$ cat config.mk
export PLATFORM = sky130hd
export DESIGN_NAME = nf2_dma_sys_ctrl
export DESIGN_NICKNAME = d
export VERILOG_FILES = /design/src/rtl/nf2_dma_sys_ctrl.sv
export SDC_FILE = /design/constraint.sdc
export NUM_CORES = 1
export LEC_CHECK = 0
export CORE_AREA = 5 5 122 124
export DETAILED_ROUTE_END_ITERATION = 8
export DIE_AREA = 0 0 127 129
export PLACE_DENSITY = 0.78
export SLEW_MARGIN = 20
export SYNTH_ARGS = -nofsm -noshare
export SYNTH_HDL_FRONTEND = slang
export SYNTH_SLANG_ARGS = --single-unit
$ cat constraint.sdc
create_clock -name sys_clk -period 6.95 [get_ports sys_clk]
set_input_delay 2.085 -clock sys_clk [delete_from_list [all_inputs] [get_ports sys_clk]]
set_output_delay 2.085 -clock sys_clk [all_outputs]
set_load 0.01 [all_outputs]
$ cat src/rtl/nf2_dma_sys_ctrl.sv
// DMA system-side controller: tx FIFO requests/data to CPU queues, rx packets back.
// Statistics counters are built only when NF2_DMA_SYS_CTRL_STATS_EN is defined.
module nf2_dma_sys_ctrl #(
  parameter int DMA_DATA_WIDTH = 32,
  parameter int NUM_CPU_QUEUES = 4
) (
  input  logic                      sys_clk,
  input  logic                      sys_reset_n,
  input  logic                      txfifo_empty,
  input  logic [DMA_DATA_WIDTH+3:0] txfifo_rd_data,
  output logic                      txfifo_rd_inc,
  input  logic                      rxfifo_nearly_full,
  output logic                      rxfifo_wr,
  output logic [DMA_DATA_WIDTH+2:0] rxfifo_wr_data,
  output logic [NUM_CPU_QUEUES-1:0] cpu_q_dma_wr,
  output logic [DMA_DATA_WIDTH+2:0] cpu_q_dma_wr_data,
  input  logic [NUM_CPU_QUEUES-1:0] cpu_q_dma_nearly_full,
  input  logic [NUM_CPU_QUEUES-1:0] cpu_q_dma_pkt_avail,
  input  logic [NUM_CPU_QUEUES-1:0] cpu_q_dma_rd_vld,
  input  logic [NUM_CPU_QUEUES*(DMA_DATA_WIDTH+3)-1:0] cpu_q_dma_rd_data,
  output logic [NUM_CPU_QUEUES-1:0] cpu_q_dma_rd,
  output logic                      busy,
  output logic [15:0]               tx_pkt_cnt,
  output logic [15:0]               rx_pkt_cnt,
  output logic [15:0]               err_cnt
);

  localparam int W  = DMA_DATA_WIDTH;
  localparam int N  = NUM_CPU_QUEUES;
  localparam int WW = W + 3;
  localparam logic [4:0] NQ = 5'(N);

  typedef enum logic [1:0] {
    IDLE,
    TX_PKT,
    RX_PKT
  } state_e;

  state_e          state_q;
  logic [3:0]      qid_q;
  logic [N-1:0]    wr_q;
  logic [WW-1:0]   wr_data_q;
  logic            rxwr_q;
  logic [WW-1:0]   rxd_q;

  logic            head_req;
  logic            head_flag;
  logic [3:0]      head_qid;
  logic [N-1:0]    qoh;
  logic [N-1:0]    hoh;
  logic            q_nf;
  logic            q_vld;
  logic            h_avail;
  logic            h_bad;
  logic [WW-1:0]   rd_word;
  logic            tx_pop;
  logic            rx_pop;
  logic            trunc;

  assign head_req  = txfifo_rd_data[W+3];
  assign head_flag = txfifo_rd_data[W+2];
  assign head_qid  = txfifo_rd_data[3:0];

  // Out-of-range ids shift the one-hot mask to zero, so selects stay safe.
  assign qoh     = N'(1) << qid_q;
  assign hoh     = N'(1) << head_qid;
  assign q_nf    = |(cpu_q_dma_nearly_full & qoh);
  assign q_vld   = |(cpu_q_dma_rd_vld & qoh);
  assign h_avail = |(cpu_q_dma_pkt_avail & hoh);
  assign h_bad   = {1'b0, head_qid} >= NQ;

  always_comb begin
    rd_word = '0;
    for (int i = 0; i < N; i++) begin
      if (qoh[i]) rd_word = cpu_q_dma_rd_data[i*WW +: WW];
    end
  end

  always_comb begin
    tx_pop = 1'b0;
    rx_pop = 1'b0;
    trunc  = 1'b0;
    unique case (state_q)
      IDLE:   tx_pop = !txfifo_empty;
      TX_PKT: begin
        tx_pop = !txfifo_empty && !head_req && !q_nf;
        trunc  = !txfifo_empty && head_req;
      end
      RX_PKT: rx_pop = q_vld && !rxfifo_nearly_full;
      default: ;
    endcase
  end

  assign txfifo_rd_inc     = tx_pop;
  assign cpu_q_dma_rd      = rx_pop ? qoh : '0;
  assign busy              = state_q != IDLE;
  assign cpu_q_dma_wr      = wr_q;
  assign cpu_q_dma_wr_data = wr_data_q;
  assign rxfifo_wr         = rxwr_q;
  assign rxfifo_wr_data    = rxd_q;

  always_ff @(posedge sys_clk or negedge sys_reset_n) begin
    if (!sys_reset_n) begin
      state_q   <= IDLE;
      qid_q     <= '0;
      wr_q      <= '0;
      wr_data_q <= '0;
      rxwr_q    <= 1'b0;
      rxd_q     <= '0;
    end else begin
      wr_q   <= '0;
      rxwr_q <= 1'b0;
      unique case (state_q)
        IDLE: begin
          if (tx_pop && head_req) begin
            qid_q <= head_qid;
            if (!h_bad) begin
              if (!head_flag)  state_q <= TX_PKT;
              else if (h_avail) state_q <= RX_PKT;
            end
          end
        end
        TX_PKT: begin
          if (tx_pop) begin
            wr_q      <= qoh;
            wr_data_q <= txfifo_rd_data[W+2:0];
            if (head_flag) state_q <= IDLE;
          end else if (trunc) begin
            state_q <= IDLE;
          end
        end
        RX_PKT: begin
          if (rx_pop) begin
            rxwr_q <= 1'b1;
            rxd_q  <= rd_word;
            if (rd_word[W+2]) state_q <= IDLE;
          end
        end
        default: state_q <= IDLE;
      endcase
    end
  end

`ifdef NF2_DMA_SYS_CTRL_STATS_EN
  logic        err_inc;
  logic        tx_done;
  logic        rx_done;
  logic [15:0] tx_cnt_q;
  logic [15:0] rx_cnt_q;
  logic [15:0] err_cnt_q;

  assign err_inc = trunc ||
    (state_q == IDLE && tx_pop &&
     (!head_req || h_bad || (head_flag && !h_avail)));
  assign tx_done = state_q == TX_PKT && tx_pop && head_flag;
  assign rx_done = rx_pop && rd_word[W+2];

  always_ff @(posedge sys_clk or negedge sys_reset_n) begin
    if (!sys_reset_n) begin
      tx_cnt_q  <= '0;
      rx_cnt_q  <= '0;
      err_cnt_q <= '0;
    end else begin
      if (tx_done && tx_cnt_q != 16'hFFFF)   tx_cnt_q  <= tx_cnt_q + 16'd1;
      if (rx_done && rx_cnt_q != 16'hFFFF)   rx_cnt_q  <= rx_cnt_q + 16'd1;
      if (err_inc && err_cnt_q != 16'hFFFF) err_cnt_q <= err_cnt_q + 16'd1;
    end
  end

  assign tx_pkt_cnt = tx_cnt_q;
  assign rx_pkt_cnt = rx_cnt_q;
  assign err_cnt    = err_cnt_q;
`else
  assign tx_pkt_cnt = '0;
  assign rx_pkt_cnt = '0;
  assign err_cnt    = '0;
`endif

endmodule

After elaboration in Yosys (flattened, before gate mapping) --
Index checks and enable logic that the tools add are counted.
Storage, ports and cells: bits in registers 81, latch bits 0, RAM bits 0, bits in read-only memories 0, input port bits 192, logic and storage cells 61, memories kept 0
Cells by class: $add $sub $neg 0, multipliers 0, divide/modulo/power cells 0, order comparisons 1, eq/ne operators 9, shift-type cells 2, multiplexer cells 22, bitwise logic cells 3, reductions and logical operators 18
Operators with widths (number):
- $mux 35 | 4
- $mux 2 | 9
- $and 4x4->4 | 3
- $mux 4 | 3
- $reduce_or 4->1 | 3
- $ne 3x3->1 const B | 3
- $ne 2x2->1 const B | 4
- $shl 1x4->4 const A | 2
- $reduce_and 7->1 | 1
- $pmux 2 s3 | 1
- $reduce_and 2->1 | 3
- $logic_and 1x1->1 | 5
- $ge 4x3->1 const B | 1
- $logic_not 1->1 | 4
- $mux 1 | 4
- $eq 2x1->1 const B | 1
- $eq 2x2->1 const B | 1
- $logic_not 2->1 | 1
- $pmux 1 s2 | 1
- $reduce_bool 2->1 | 1

Longest topological paths before layout --
Gate-level depths: netlist of run 1.
depth after elaboration 9, gate-level depth with buffers 7, depth with buffers taken out 4

Worst setup path before layout of run 1 --
Ideal clock, no wire load.
path kind input port to output port, start point input txfifo_rd_data[35], end point output txfifo_rd_inc, arrival time 3280 ps, path slack 1585 ps, stages on the path 4, path buffers 1, path through or4b_4 a211oi_4 buf_6 o21bai_1
On the way: longest elaborated chain between the ends 4
RTL lines:
- from (decl) | RTL line 10 | input logic [DMA_DATA_WIDTH+3:0] txfifo_rd_data,
- $logic_not 1->1 | RTL line 86 | tx_pop = !txfifo_empty && !head_req && !q_nf;
- $logic_and 1x1->1 (2 in a row) | RTL line 86
- $pmux 1 s2 | RTL line 83 | unique case (state_q)
- to (decl) | RTL line 11 | output logic txfifo_rd_inc,
Every way passes these cells.

Final worst setup path of run 1 --
start point input cpu_q_dma_rd_vld[3], end point output cpu_q_dma_rd[1]
On the way: longest elaborated chain between the ends 5
RTL lines:
- from (decl) | RTL line 19 | input logic [NUM_CPU_QUEUES-1:0] cpu_q_dma_rd_vld,
- $and 4x4->4 | RTL line 68 | assign q_vld = |(cpu_q_dma_rd_vld & qoh);
- $reduce_or 4->1 | RTL line 68
- $logic_and 1x1->1 | RTL line 89 | RX_PKT: rx_pop = q_vld && !rxfifo_nearly_full;
- $mux 1 | RTL line 83
- $mux 4 | RTL line 95 | assign cpu_q_dma_rd = rx_pop ? qoh : '0;
- to (decl) | RTL line 21 | output logic [NUM_CPU_QUEUES-1:0] cpu_q_dma_rd,
Every way passes these cells.

==> results of run 1 <==
## routing by layer
| layer | global-route usage | share of wire |
|---|---|---|
| met1 | 0.190 | 0.36 |
| met2 | 0.316 | 0.54 |
| met3 | 0.0527 | 0.085 |
| met4 | 0.0492 | 0.014 |
| met5 | 0 | 0 |
## sequential cells by signal, indices dropped and copies added (netlist names)
signal / cells
state_q: 2
rxfifo_wr: 1
cpu_q_dma_wr_data: 35
qid_q: 4
rxfifo_wr_data: 35
cpu_q_dma_wr: 4
## cells by family (layout without fill, tap and decap cells)
group                  count (synthesis)  in the layout
AOI/OAI and AO/OA                     42             42
DFF                                   81             81
and+or+nand+nor                       96             96
other                                  1             48
muxes                                 77             77
buffers and inverters                 76            296
## worst min path at each step
stage,start,endpoint,cells past startpoint
3_5_place_dp,rxfifo_wr_data[32],rxfifo_wr_data[32],2
6_report,rxfifo_wr_data[32],rxfifo_wr_data[32],2
5_1_grt,rxfifo_wr_data[32],rxfifo_wr_data[32],2
4_1_cts,state_q[1],state_q[0],1
2_1_floorplan,state_q[1],state_q[0],1
3_3_place_gp,rxfifo_wr_data[21],rxfifo_wr_data[21],2
## worst reg2reg max path: stages (launching register included)
cell      delay [ns]
dfrtp_2         0.37
buf_4           0.62
nor3_1          0.34
a211oi_4        0.31
buf_4           0.61
mux2_4          0.38
## cell usage in the layout, fill, tap and decap left out, types with 2 or more instances in the layout
| cell type | synthesis | final |
|---|---|---|
| mux2_4 | 35 | 35 |
| clkbuf_16 | 0 | 9 |
| nand2_1 | 73 | 73 |
| or3_1 | 2 | 2 |
| buf_4 | 50 | 7 |
| nand3b_1 | 2 | 2 |
| mux4_2 | 37 | 37 |
| clkdlybuf4s50_1 | 0 | 271 |
| dfrtp_1 | 81 | 79 |
| inv_1 | 2 | 2 |
| nor2_1 | 5 | 4 |
| conb_1 | 1 | 48 |
| dfrtp_2 | 0 | 2 |
| clkinvlp_4 | 0 | 3 |
| mux2_2 | 4 | 4 |
| nor3_1 | 3 | 3 |
| clkbuf_1 | 9 | 2 |
| nor2b_1 | 2 | 2 |
| or2_2 | 2 | 2 |
| o21ai_0 | 36 | 36 |
## per-stage QoR
| stage | instances | power [mW] | util | setup WS [ns] | area, µm² |
|---|---|---|---|---|---|
| CTS | 820 | 2.45 | 0.554 | 0.790 | 7570 |
| detailed placement | 804 | 2.00 | 0.534 | 0.796 | 7290 |
| finish | 820 | 2.42 | 0.554 | 0.803 | 7570 |
| global placement | 804 | 1.98 | 0.534 | 0.801 | 7290 |
| floorplan | 420 | 1.44 | - | 1.58 | 4820 |
| global route | 820 | 2.57 | 0.554 | 0.693 | 7570 |
## report_power, final
part / leakage (nW) / total, mW / internal, mW / switching [mW]
clock: 0.122 / 0.434 / 0.244 / 0.190
sequential: 1.08 / 0.757 / 0.650 / 0.107
combinational: 1.91 / 1.23 / 0.728 / 0.497
total: 3.11 / 2.42 / 1.62 / 0.794
## final cells by class
type,instances,area (µm²),share of cell area
Clock buffer,11,233,0.0308
Clock inverter,5,40.0,0.00529
Inverter,2,7.51,0.000992
Multi-Input combinational cell,263,2270,0.300
Sequential cell,81,2030,0.268
Tap cell,180,225,0.0298
Timing Repair Buffer,278,2770,0.365
==> impl_results.md, run 1 <==
* Count of input and output buffers at 272
* Initial Utilization at 0.340
* Antenna violations before repair at 0
* Slew headroom at 0.389
* Worst reg-to-reg path cell count at 5
* CP max stage delay at 0.51 ns
* Worst-path fanout max at 21
* Reg-to-Reg End: cpu_q_dma_wr_data[24]
* Area grow syn2layout at 63.0%
* Post-synthesis async set-or-reset flop share at 1.00
* Global-route wire length before repair at 21.9 mm
* Status: finished, final reports clean
* Top-area cell type share of the netlist area at 0.437
* H-tree Lvls at 3
* Top cells by count, synth: 81 x dfrtp_1, 73 x nand2_1, 50 x buf_4
* Yosys warns at 0
* Hold WS at 0.477 ns
* RSZ-0062 raised after global routing: false
* CP Data Arrival Time at 4.06 ns
* CTS buffer count at 9
* Largest net degree at the start of global routing at 53
* Die H at 129 µm
* Post-Synth Adder-Cell Area at 0
* Core Footprint at 13700 µm²
* Post-layout min period at 6.15 ns
* Hold Crit Class: reg2reg
* Crit-path cells: clkdlybuf4s50_1 > mux4_2 > nand3b_1 > buf_4 > nor3_1 > clkdlybuf4s50_1
* Fin. Hold Viols at 0
* Primary FF master, synth: dfrtp_1
* CP Launch Type: input port
* Worst-margin pin slew at 0.914 ns
* Max Root-Sink Buffers at 2
* XOR/XNOR share of the synthesized area at 0
* Top cell by count, worst path: clkdlybuf4s50_1
* Critical path buffers and inverters at 3
* Synthesized flop and latch total at 81
* Post-route ant nets at 0
* Tcrit/Tclk final at 0.885
* Post-Syn Area at 4640 µm²
* Leakage at 3.11 nW
* Grt ovf at 0
* Syn_area_per_cell at 12.4 µm²
* Number of synthesized flops with an enable pin at 0
* WL final at 14.7 mm
* Crit. End Element: primary output
* Share of cells above drive strength 1 at 0.167
* CTS tree: done
* Clk sinks at 81
* Initial DRC Count at 159
* Cts repair resizes at 0
* DRC viols at 0
* Worst skew pair latency at 0.33 ns
* Post-synth top area cell: dfrtp_1
* Sequential fraction of the synthesis area at 0.437
* Compound-Gate Fraction of Synth Area at 0.0525
* Count of cell types in the netlist at 35
* Slowest CP cell: clkdlybuf4s50_1
* NumNets Final at 827
* Most common cell in the netlist: dfrtp_1
* Pwr dens at 319 nW/µm²
* Fillers at 1170
* Reg clk slew, reported paths at 0.06 ns
* Synth Area in Simple Gates at 0.0908
* Synthesized instance count at 373
* # rows at 43
* Die area at 16400 µm²
* Via density at 4.58
* Hold_buf cts at 0
* Final Setup Violations at 0
* R2R Setup Slk at 4.20 ns
* GRT Total Usage at 0.171
* DIE WIDTH at 127 µm
* Kind of critical path: in2out
* Max VDD drop at 0.000172 V
* Clock root buffer: clkbuf_16
* GP Congestion at 0.827
* Fmax at 163 MHz
* # diodes at 0
* Post-CTS setup buffer count at 0
* Num ports at 321
* Stages on worst setup path at 6
* WL/cell at 17.9 µm
* Max Cap Viol at 0
* Setup Total Neg Slack at 0 ns
* Worst Clk Skew at 0.00835 ns
* Via count at 3757
* WP data required at 4.87 ns
* Main combinational cell family by area after synthesis: multiplexers
* Dominant cells by area after synthesis: dfrtp_1 44%, mux4_2 18%, mux2_4 11%, buf_4 8.1%, nand2_1 5.9%
* Delay-heaviest family, CP: buffers and inverters
* Dpl hpwl at 11.8 mm
* Setup crit start: cpu_q_dma_rd_vld[3]
* Pre-antenna DRT Iters at 4
* Critical path endpoint: cpu_q_dma_rd[1]
* Mux contribution to synthesized area at 0.305
* Slew Limit Fails at 0
* Vias in the first global route at 4144
* Worst r2r src: qid_q[0]
Note: power is estimated with default switching activity, not from simulation.
==> inputs of run 2 (changes only) <==
HOLD_SLACK_MARGIN = 0.05   (was not set)
==> results of run 2 <==
Same layout as run 1: the final DEF is identical, and so are final timing and power.
